[src/rtl/multicycle_controller_if.sv]
// rtl/multicycle_controller_if.sv - control bundle between the multicycle controller and its datapath
interface multicycle_controller_if;
    logic [6:0] op;
    logic [2:0] funct3;
    logic       funct7;
    logic       zero;
    logic       negative;
    logic       overflow;
    logic       carry;
    logic       mem_ready;

    logic       mem_req;
    logic       memWrite;
    logic       adrSrc;
    logic       IRwrite;
    logic       PCwrite;
    logic       regWrite;
    logic [1:0] ALUsrcA;
    logic [1:0] ALUsrcB;
    logic [1:0] resultSrc;
    logic [2:0] immSrc;
    logic [3:0] ALUcontrol;
    logic       illegal;

    // Controller side: decodes the instruction and drives the datapath controls
    modport slave (
        input  op, funct3, funct7, zero, negative, overflow, carry, mem_ready,
        output mem_req, memWrite, adrSrc, IRwrite, PCwrite, regWrite,
        output ALUsrcA, ALUsrcB, resultSrc, immSrc, ALUcontrol, illegal
    );

    // Datapath side: supplies instruction fields, flags and memory status
    modport master (
        output op, funct3, funct7, zero, negative, overflow, carry, mem_ready,
        input  mem_req, memWrite, adrSrc, IRwrite, PCwrite, regWrite,
        input  ALUsrcA, ALUsrcB, resultSrc, immSrc, ALUcontrol, illegal
    );
endinterface

[src/rtl/multicycle_controller.sv]
// rtl/multicycle_controller.sv - multicycle RV32I-style control FSM with retired-instruction counter
module multicycle_controller #(
    parameter int unsigned MEM_HS = 1,
    parameter int unsigned CNT_W  = 32
) (
    input  logic                   clk,
    input  logic                   rst_n,
    multicycle_controller_if.slave bus,
    output logic [CNT_W-1:0]       instret
);

    typedef enum logic [3:0] {
        FETCH, DECODE, MEMADR, MEMREAD, MEMWB, MEMWRITE, EXECR,
        EXECI, ALUWB, BRANCH, JAL, JALR, UPPER, TRAP
    } state_t;

    localparam logic [3:0] ALU_ADD  = 4'd0;
    localparam logic [3:0] ALU_SUB  = 4'd1;
    localparam logic [3:0] ALU_AND  = 4'd2;
    localparam logic [3:0] ALU_OR   = 4'd3;
    localparam logic [3:0] ALU_XOR  = 4'd4;
    localparam logic [3:0] ALU_SLL  = 4'd5;
    localparam logic [3:0] ALU_SRL  = 4'd6;
    localparam logic [3:0] ALU_SLTU = 4'd7;
    localparam logic [3:0] ALU_SRA  = 4'd8;
    localparam logic [3:0] ALU_SLT  = 4'd9;

    state_t           state_q, state_d;
    logic [CNT_W-1:0] instret_q, instret_d;

    logic       mem_done;
    logic [3:0] alu_op;
    logic       br_take;
    logic       br_bad;
    logic       lt;

    logic       mem_req, mem_write, adr_src, ir_write, pc_write, reg_write;
    logic [1:0] alu_src_a, alu_src_b, result_src;
    logic [2:0] imm_src;
    logic [3:0] alu_control;

    // Without a handshake every memory access completes in its first cycle
    assign mem_done = (MEM_HS != 0) ? bus.mem_ready : 1'b1;
    assign lt       = bus.negative ^ bus.overflow;

    // ALU operation for register and immediate arithmetic; only R-type may select sub
    always_comb begin
        alu_op = ALU_ADD;
        case (bus.funct3)
            3'b000:  alu_op = (bus.op[5] && bus.funct7) ? ALU_SUB : ALU_ADD;
            3'b001:  alu_op = ALU_SLL;
            3'b010:  alu_op = ALU_SLT;
            3'b011:  alu_op = ALU_SLTU;
            3'b100:  alu_op = ALU_XOR;
            3'b101:  alu_op = bus.funct7 ? ALU_SRA : ALU_SRL;
            3'b110:  alu_op = ALU_OR;
            default: alu_op = ALU_AND;
        endcase
    end

    // Branch outcome from the flags of the rs1 - rs2 subtraction
    always_comb begin
        br_take = 1'b0;
        br_bad  = 1'b0;
        case (bus.funct3)
            3'b000:  br_take = bus.zero;
            3'b001:  br_take = ~bus.zero;
            3'b100:  br_take = lt;
            3'b101:  br_take = ~lt;
            3'b110:  br_take = ~bus.carry;
            3'b111:  br_take = bus.carry;
            default: br_bad  = 1'b1;
        endcase
    end

    // Next state and per-state datapath controls; enables are forced low while reset is held
    always_comb begin
        state_d     = state_q;
        mem_req     = 1'b0;
        mem_write   = 1'b0;
        adr_src     = 1'b0;
        ir_write    = 1'b0;
        pc_write    = 1'b0;
        reg_write   = 1'b0;
        alu_src_a   = 2'b00;
        alu_src_b   = 2'b00;
        result_src  = 2'b00;
        imm_src     = 3'b000;
        alu_control = ALU_ADD;

        case (state_q)
            FETCH: begin
                mem_req    = 1'b1;
                alu_src_b  = 2'b10;
                result_src = 2'b10;
                if (mem_done) begin
                    ir_write = 1'b1;
                    pc_write = 1'b1;
                    state_d  = DECODE;
                end
            end
            DECODE: begin
                alu_src_a = 2'b01;
                alu_src_b = 2'b01;
                imm_src   = 3'b010;
                case (bus.op)
                    7'b0000011, 7'b0100011: state_d = MEMADR;
                    7'b0110011:             state_d = EXECR;
                    7'b0010011:             state_d = EXECI;
                    7'b1100011:             state_d = BRANCH;
                    7'b1101111:             state_d = JAL;
                    7'b1100111:             state_d = JALR;
                    7'b0110111, 7'b0010111: state_d = UPPER;
                    default:                state_d = TRAP;
                endcase
            end
            MEMADR: begin
                // op[5] separates store (0100011) from load (0000011)
                alu_src_a = 2'b10;
                alu_src_b = 2'b01;
                imm_src   = bus.op[5] ? 3'b001 : 3'b000;
                state_d   = bus.op[5] ? MEMWRITE : MEMREAD;
            end
            MEMREAD: begin
                mem_req = 1'b1;
                adr_src = 1'b1;
                if (mem_done) state_d = MEMWB;
            end
            MEMWB: begin
                result_src = 2'b01;
                reg_write  = 1'b1;
                state_d    = FETCH;
            end
            MEMWRITE: begin
                mem_req   = 1'b1;
                mem_write = 1'b1;
                adr_src   = 1'b1;
                if (mem_done) state_d = FETCH;
            end
            EXECR: begin
                alu_src_a   = 2'b10;
                alu_control = alu_op;
                state_d     = ALUWB;
            end
            EXECI: begin
                alu_src_a   = 2'b10;
                alu_src_b   = 2'b01;
                alu_control = alu_op;
                state_d     = ALUWB;
            end
            ALUWB: begin
                reg_write = 1'b1;
                state_d   = FETCH;
            end
            BRANCH: begin
                alu_src_a   = 2'b10;
                alu_control = ALU_SUB;
                pc_write    = br_take;
                state_d     = br_bad ? TRAP : FETCH;
            end
            JAL: begin
                alu_src_a = 2'b01;
                alu_src_b = 2'b10;
                reg_write = 1'b1;
                pc_write  = 1'b1;
                state_d   = FETCH;
            end
            JALR: begin
                alu_src_a  = 2'b10;
                alu_src_b  = 2'b01;
                result_src = 2'b10;
                pc_write   = 1'b1;
                reg_write  = 1'b1;
                state_d    = FETCH;
            end
            UPPER: begin
                // op[5] separates lui (0110111) from auipc (0010111)
                imm_src    = 3'b011;
                alu_src_b  = 2'b01;
                alu_src_a  = bus.op[5] ? 2'b11 : 2'b01;
                result_src = 2'b10;
                reg_write  = 1'b1;
                state_d    = FETCH;
            end
            TRAP: begin
                state_d = TRAP;
            end
            default: begin
                state_d = TRAP;
            end
        endcase

        if (!rst_n) begin
            mem_req   = 1'b0;
            mem_write = 1'b0;
            ir_write  = 1'b0;
            pc_write  = 1'b0;
            reg_write = 1'b0;
        end
    end

    // An instruction retires whenever the FSM returns to FETCH from another state
    always_comb begin
        instret_d = instret_q;
        if (state_q != FETCH && state_d == FETCH) instret_d = instret_q + CNT_W'(1);
    end

    // State and counter registers; reset wins over any pending memory wait
    always_ff @(posedge clk) begin
        if (!rst_n) begin
            state_q   <= FETCH;
            instret_q <= '0;
        end else begin
            state_q   <= state_d;
            instret_q <= instret_d;
        end
    end

    assign bus.mem_req    = mem_req;
    assign bus.memWrite   = mem_write;
    assign bus.adrSrc     = adr_src;
    assign bus.IRwrite    = ir_write;
    assign bus.PCwrite    = pc_write;
    assign bus.regWrite   = reg_write;
    assign bus.ALUsrcA    = alu_src_a;
    assign bus.ALUsrcB    = alu_src_b;
    assign bus.resultSrc  = result_src;
    assign bus.immSrc     = imm_src;
    assign bus.ALUcontrol = alu_control;
    assign bus.illegal    = (state_q == TRAP);
    assign instret        = instret_q;

endmodule

[src/flat_wrapper.sv]
// flat-port wrapper written by rule: the top's interface ports become plain ports
module multicycle_controller_flat 
#(
    parameter int unsigned MEM_HS = 1,
    parameter int unsigned CNT_W  = 32
)
  (clk, rst_n, instret, bus_op, bus_funct3, bus_funct7, bus_zero, bus_negative, bus_overflow, bus_carry, bus_mem_ready, bus_mem_req, bus_memWrite, bus_adrSrc, bus_IRwrite, bus_PCwrite, bus_regWrite, bus_ALUsrcA, bus_ALUsrcB, bus_resultSrc, bus_immSrc, bus_ALUcontrol, bus_illegal);
  multicycle_controller_if bus_i ();
  input  logic clk;
  input  logic rst_n;
  output logic [CNT_W-1:0] instret;
  input wire logic [$bits(bus_i.op)-1:0] bus_op;
  input wire logic [$bits(bus_i.funct3)-1:0] bus_funct3;
  input wire logic [$bits(bus_i.funct7)-1:0] bus_funct7;
  input wire logic [$bits(bus_i.zero)-1:0] bus_zero;
  input wire logic [$bits(bus_i.negative)-1:0] bus_negative;
  input wire logic [$bits(bus_i.overflow)-1:0] bus_overflow;
  input wire logic [$bits(bus_i.carry)-1:0] bus_carry;
  input wire logic [$bits(bus_i.mem_ready)-1:0] bus_mem_ready;
  output wire logic [$bits(bus_i.mem_req)-1:0] bus_mem_req;
  output wire logic [$bits(bus_i.memWrite)-1:0] bus_memWrite;
  output wire logic [$bits(bus_i.adrSrc)-1:0] bus_adrSrc;
  output wire logic [$bits(bus_i.IRwrite)-1:0] bus_IRwrite;
  output wire logic [$bits(bus_i.PCwrite)-1:0] bus_PCwrite;
  output wire logic [$bits(bus_i.regWrite)-1:0] bus_regWrite;
  output wire logic [$bits(bus_i.ALUsrcA)-1:0] bus_ALUsrcA;
  output wire logic [$bits(bus_i.ALUsrcB)-1:0] bus_ALUsrcB;
  output wire logic [$bits(bus_i.resultSrc)-1:0] bus_resultSrc;
  output wire logic [$bits(bus_i.immSrc)-1:0] bus_immSrc;
  output wire logic [$bits(bus_i.ALUcontrol)-1:0] bus_ALUcontrol;
  output wire logic [$bits(bus_i.illegal)-1:0] bus_illegal;
  assign bus_i.op = bus_op;
  assign bus_i.funct3 = bus_funct3;
  assign bus_i.funct7 = bus_funct7;
  assign bus_i.zero = bus_zero;
  assign bus_i.negative = bus_negative;
  assign bus_i.overflow = bus_overflow;
  assign bus_i.carry = bus_carry;
  assign bus_i.mem_ready = bus_mem_ready;
  assign bus_mem_req = bus_i.mem_req;
  assign bus_memWrite = bus_i.memWrite;
  assign bus_adrSrc = bus_i.adrSrc;
  assign bus_IRwrite = bus_i.IRwrite;
  assign bus_PCwrite = bus_i.PCwrite;
  assign bus_regWrite = bus_i.regWrite;
  assign bus_ALUsrcA = bus_i.ALUsrcA;
  assign bus_ALUsrcB = bus_i.ALUsrcB;
  assign bus_resultSrc = bus_i.resultSrc;
  assign bus_immSrc = bus_i.immSrc;
  assign bus_ALUcontrol = bus_i.ALUcontrol;
  assign bus_illegal = bus_i.illegal;
  multicycle_controller #(.MEM_HS(MEM_HS), .CNT_W(CNT_W)) u_core (.clk(clk), .rst_n(rst_n), .bus(bus_i), .instret(instret));
endmodule
[config.mk]
export PLATFORM = sky130hd
export DESIGN_NAME = multicycle_controller_flat
export DESIGN_NICKNAME = d
export VERILOG_FILES = /design/src/rtl/multicycle_controller_if.sv /design/src/rtl/multicycle_controller.sv /design/src/flat_wrapper.sv
export SDC_FILE = /design/constraint.sdc
export NUM_CORES = 1
export LEC_CHECK = 0
export BUFFER_PORTS_ARGS = -buffer_cell sky130_fd_sc_hd__buf_2
export CAP_MARGIN = 5
export CORE_AREA = 2 2 75 62
export CTS_CLUSTER_SIZE = 25
export DETAILED_ROUTE_END_ITERATION = 16
export DIE_AREA = 0 0 77 64
export PLACE_DENSITY = 0.83
export SLEW_MARGIN = 30
export SYNTH_ARGS = -nofsm -noshare
export SYNTH_HDL_FRONTEND = slang
export SYNTH_SLANG_ARGS = --single-unit
[constraint.sdc]
create_clock -name clk -period 4.5 [get_ports clk]
set_clock_uncertainty 0.05 [all_clocks]
set_input_delay 1.35 -clock clk [delete_from_list [all_inputs] [get_ports clk]]
set_output_delay 1.35 -clock clk [all_outputs]
set_load 0.01 [all_outputs]
==> reports/results.ini <==
[global_routing]
grtUsageMet1=0.289
grtUsageTotal=0.216
antenna_found_initial=0
grt_start_max_net_pins=34
grt_pass1_wl_mm=8.89
busiest_layer=met2
globalRouteMet2Util=0.351
overflow=0
globalRouteMet3Util=0.0466
first_global_vias=2079

[sta]
layout_setup_ws_ns=0.772
post-route-period-util=0.828
tns_ns=0
worst_pin_slew_ns=0.891
slew_viol_final=0
hold_viol=0
setup_viol=0
rsz0062_at_grt=false
slew_headroom=0.404
period_minus_slack_ns=3.73
timing.fmax_mhz=268
fin_hold_ws_ns=0.430

[synth]
postSynthCellCount=296
ys_ff_latch=36
synth.area.mux_share=0.0270
synthAdderAreaFrac=0.00563
synth_compound_area_frac=0.127
synth_warnings=0
synthXorXnorAreaFrac=0.126
synth_edf_count=0
synth_top_family_by_area=simple AND/OR/NAND/NOR gates
async_flop_share=0
yosys.area_share.simple=0.338
syn_area_um2=2220
ys_seq_area_frac=0.324
synth.avg_cell_area_um2=7.51
synth_nets=315
synthFlopType=dfxtp_1
ys_types=48

[floorplanning]
die-area_um2=4930
initial_core_util=0.535
num_rows=21
die_x_um=77
io_pins=70
die_h_um=64
core_area_um2=4150

[setup_path]
worstSetupPathType=primary input to primary output
critPathMaxStageDelay_ns=0.23
startpoint_type=primary input
crit_slowest_cell=a31o_2
r2r_slack_ns=1.44
r2r-end=u_core.instret[29]
end_kind=primary output
r2r_cells=6
crit_chain=buf_2 -> xnor2_1 -> a21oi_1 -> xnor2_1 -> o21ai_0 -> a31o_2 -> buf_2
worst-endpoint-arrival_ns=2.33
worstPathRequired_ns=3.10
r2r-start=u_core.state_q[1]
crit_fanout=1

[clock_tree]
clock_latency_ns=0.29
hold_buffers=0
clkTransAtPathRegs_ns=0.07
cts_resized=0
post_cts_buffers=0
htree_levels=2
clock-sinks=36
cts_tree=done
cts-root-buf=clkbuf_8
cts_max_path_buffers=2
numCtsBuffers=5

[finish]
antenna-diode-count=0
seq_area_um2=721
final_area_um2=2670
area_delta_synth_final_pct=20.2
final_cell_mix=buf_2, nor2_1, dfxtp_1
fin_nets=376
multi_input_area_um2=1400
nFillCells=382
drive_gt1_frac=0.243
layout_commonest_cell=buf_2

[pwr]
power_frac_comb=0.200
ir_drop_uv=118
pwr_density_cell_nw_per_um2=270
power_frac_seq=0.474
p_switching_mw=0.215
power.share.switching=0.298
p_leak_nw=1.11
clockPowerShare=0.326
p_int_mw=0.506

[routing]
ant_nets=0
vias_per_cell=5.49
drt_pass1_iterations=4
first_iter_violations=168
drt_wl_total_mm=5.23
drcViolationCount=0
wl_per_cell_um=12.6
num_vias=2278

[placed_design]
place.gp.congestion=0.859
pre_cts_slack_ns=0.774
dp_hpwl_mm=3.79
place_area_um2=2570
io_buffers=68

[run]
maxCapViolations=0

[worst_hold_path]
min_from=u_core.instret[31]
hold_end=u_core.instret[31]
hold_depth=2
hp-class=flip-flop to flip-flop

[outcome]
status=finished, final reports clean

==> synthesized netlist by cell type, types with 3 or more instances <==
| cell type | number | share of area |
|---|---|---|
| dfxtp_1 | 36 | 0.32 |
| nor4_1 | 11 | 0.031 |
| a21oi_1 | 15 | 0.034 |
| xor2_1 | 4 | 0.016 |
| xnor2_1 | 28 | 0.11 |
| nor2b_1 | 4 | 0.011 |
| nor2_1 | 50 | 0.084 |
| and3_1 | 3 | 0.0084 |
| or3_1 | 3 | 0.0084 |
| a31oi_1 | 3 | 0.0084 |
| buf_2 | 3 | 0.0068 |
| mux2i_1 | 6 | 0.027 |
| nand2b_1 | 4 | 0.011 |
| nand4_2 | 3 | 0.017 |
| nand2_1 | 25 | 0.042 |
| nand3_1 | 12 | 0.027 |
| nor3_1 | 22 | 0.050 |
| inv_1 | 11 | 0.019 |
| o21ai_0 | 11 | 0.025 |
| clkbuf_1 | 9 | 0.015 |
==> worst max path at each step <==
stage / start / to / slack, ns
after global routing: bus_negative / bus_PCwrite / 0.66
after detailed placement: bus_negative / bus_PCwrite / 0.77
final: bus_negative / bus_PCwrite / 0.77
after CTS: bus_negative / bus_PCwrite / 0.77
after global placement: bus_overflow / bus_PCwrite / 0.80
after floorplan: bus_funct3[0] / bus_PCwrite / 0.89
==> sequential cells by signal, indices dropped and copies added (netlist names) <==
| register | count |
|---|---|
| u_core.instret | 32 |
| u_core.state_q | 4 |
==> cells by family (layout without fill, tap and decap cells) <==
logic type               count (synthesis)  count (layout)
XOR/XNOR                                32              32
other                                    1               1
AND/OR/NAND/NOR                        148             148
flip-flops                              36              36
AO/OA/AOI/OAI                           45              45
multiplexers                             6               6
adder cells (fa/ha/maj)                  1               1
buffers and inverters                   27              89
==> routing by layer <==
layer | up-vias | part of all wire
li1 | 1147 | -
met1 | 1062 | 0.47
met2 | 65 | 0.47
met3 | 4 | 0.055
met4 | 0 | 0.0054
met5 | - | 0
==> area by class of cell <==
cell class	instances	share of cell area
multi-input combinational	233	0.522
sequential	36	0.270
timing repair buffer	69	0.130
clock buffer	8	0.0337
tap	57	0.0267
inverter	12	0.0169
==> power by group through the flow <==
stage	registers (mW)	logic, mW	clock network, mW
5_1_grt	0.344	0.160	0.254
4_1_cts	0.341	0.143	0.241
2_1_floorplan	0.339	0.107	0
3_3_place_gp	0.348	0.140	0
3_5_place_dp	0.348	0.142	0
6_report	0.342	0.144	0.235
==> stage by stage <==
step	cells	utilization	power [mW]
6_report	415	0.643	0.721
5_1_grt	415	0.643	0.758
4_1_cts	415	0.642	0.725
3_5_place_dp	407	0.620	0.490
3_3_place_gp	407	0.620	0.488
2_1_floorplan	296	-	0.446
==> critical path: cells and delay by family <==
| family | cells | cell delay [ns] |
|---|---|---|
| AOI/OAI and AO/OA | 3 | 0.50 |
| buffers and inverters | 2 | 0.24 |
| xor gates and xnor gates | 2 | 0.24 |
Note: power is estimated with default switching activity, not from simulation.
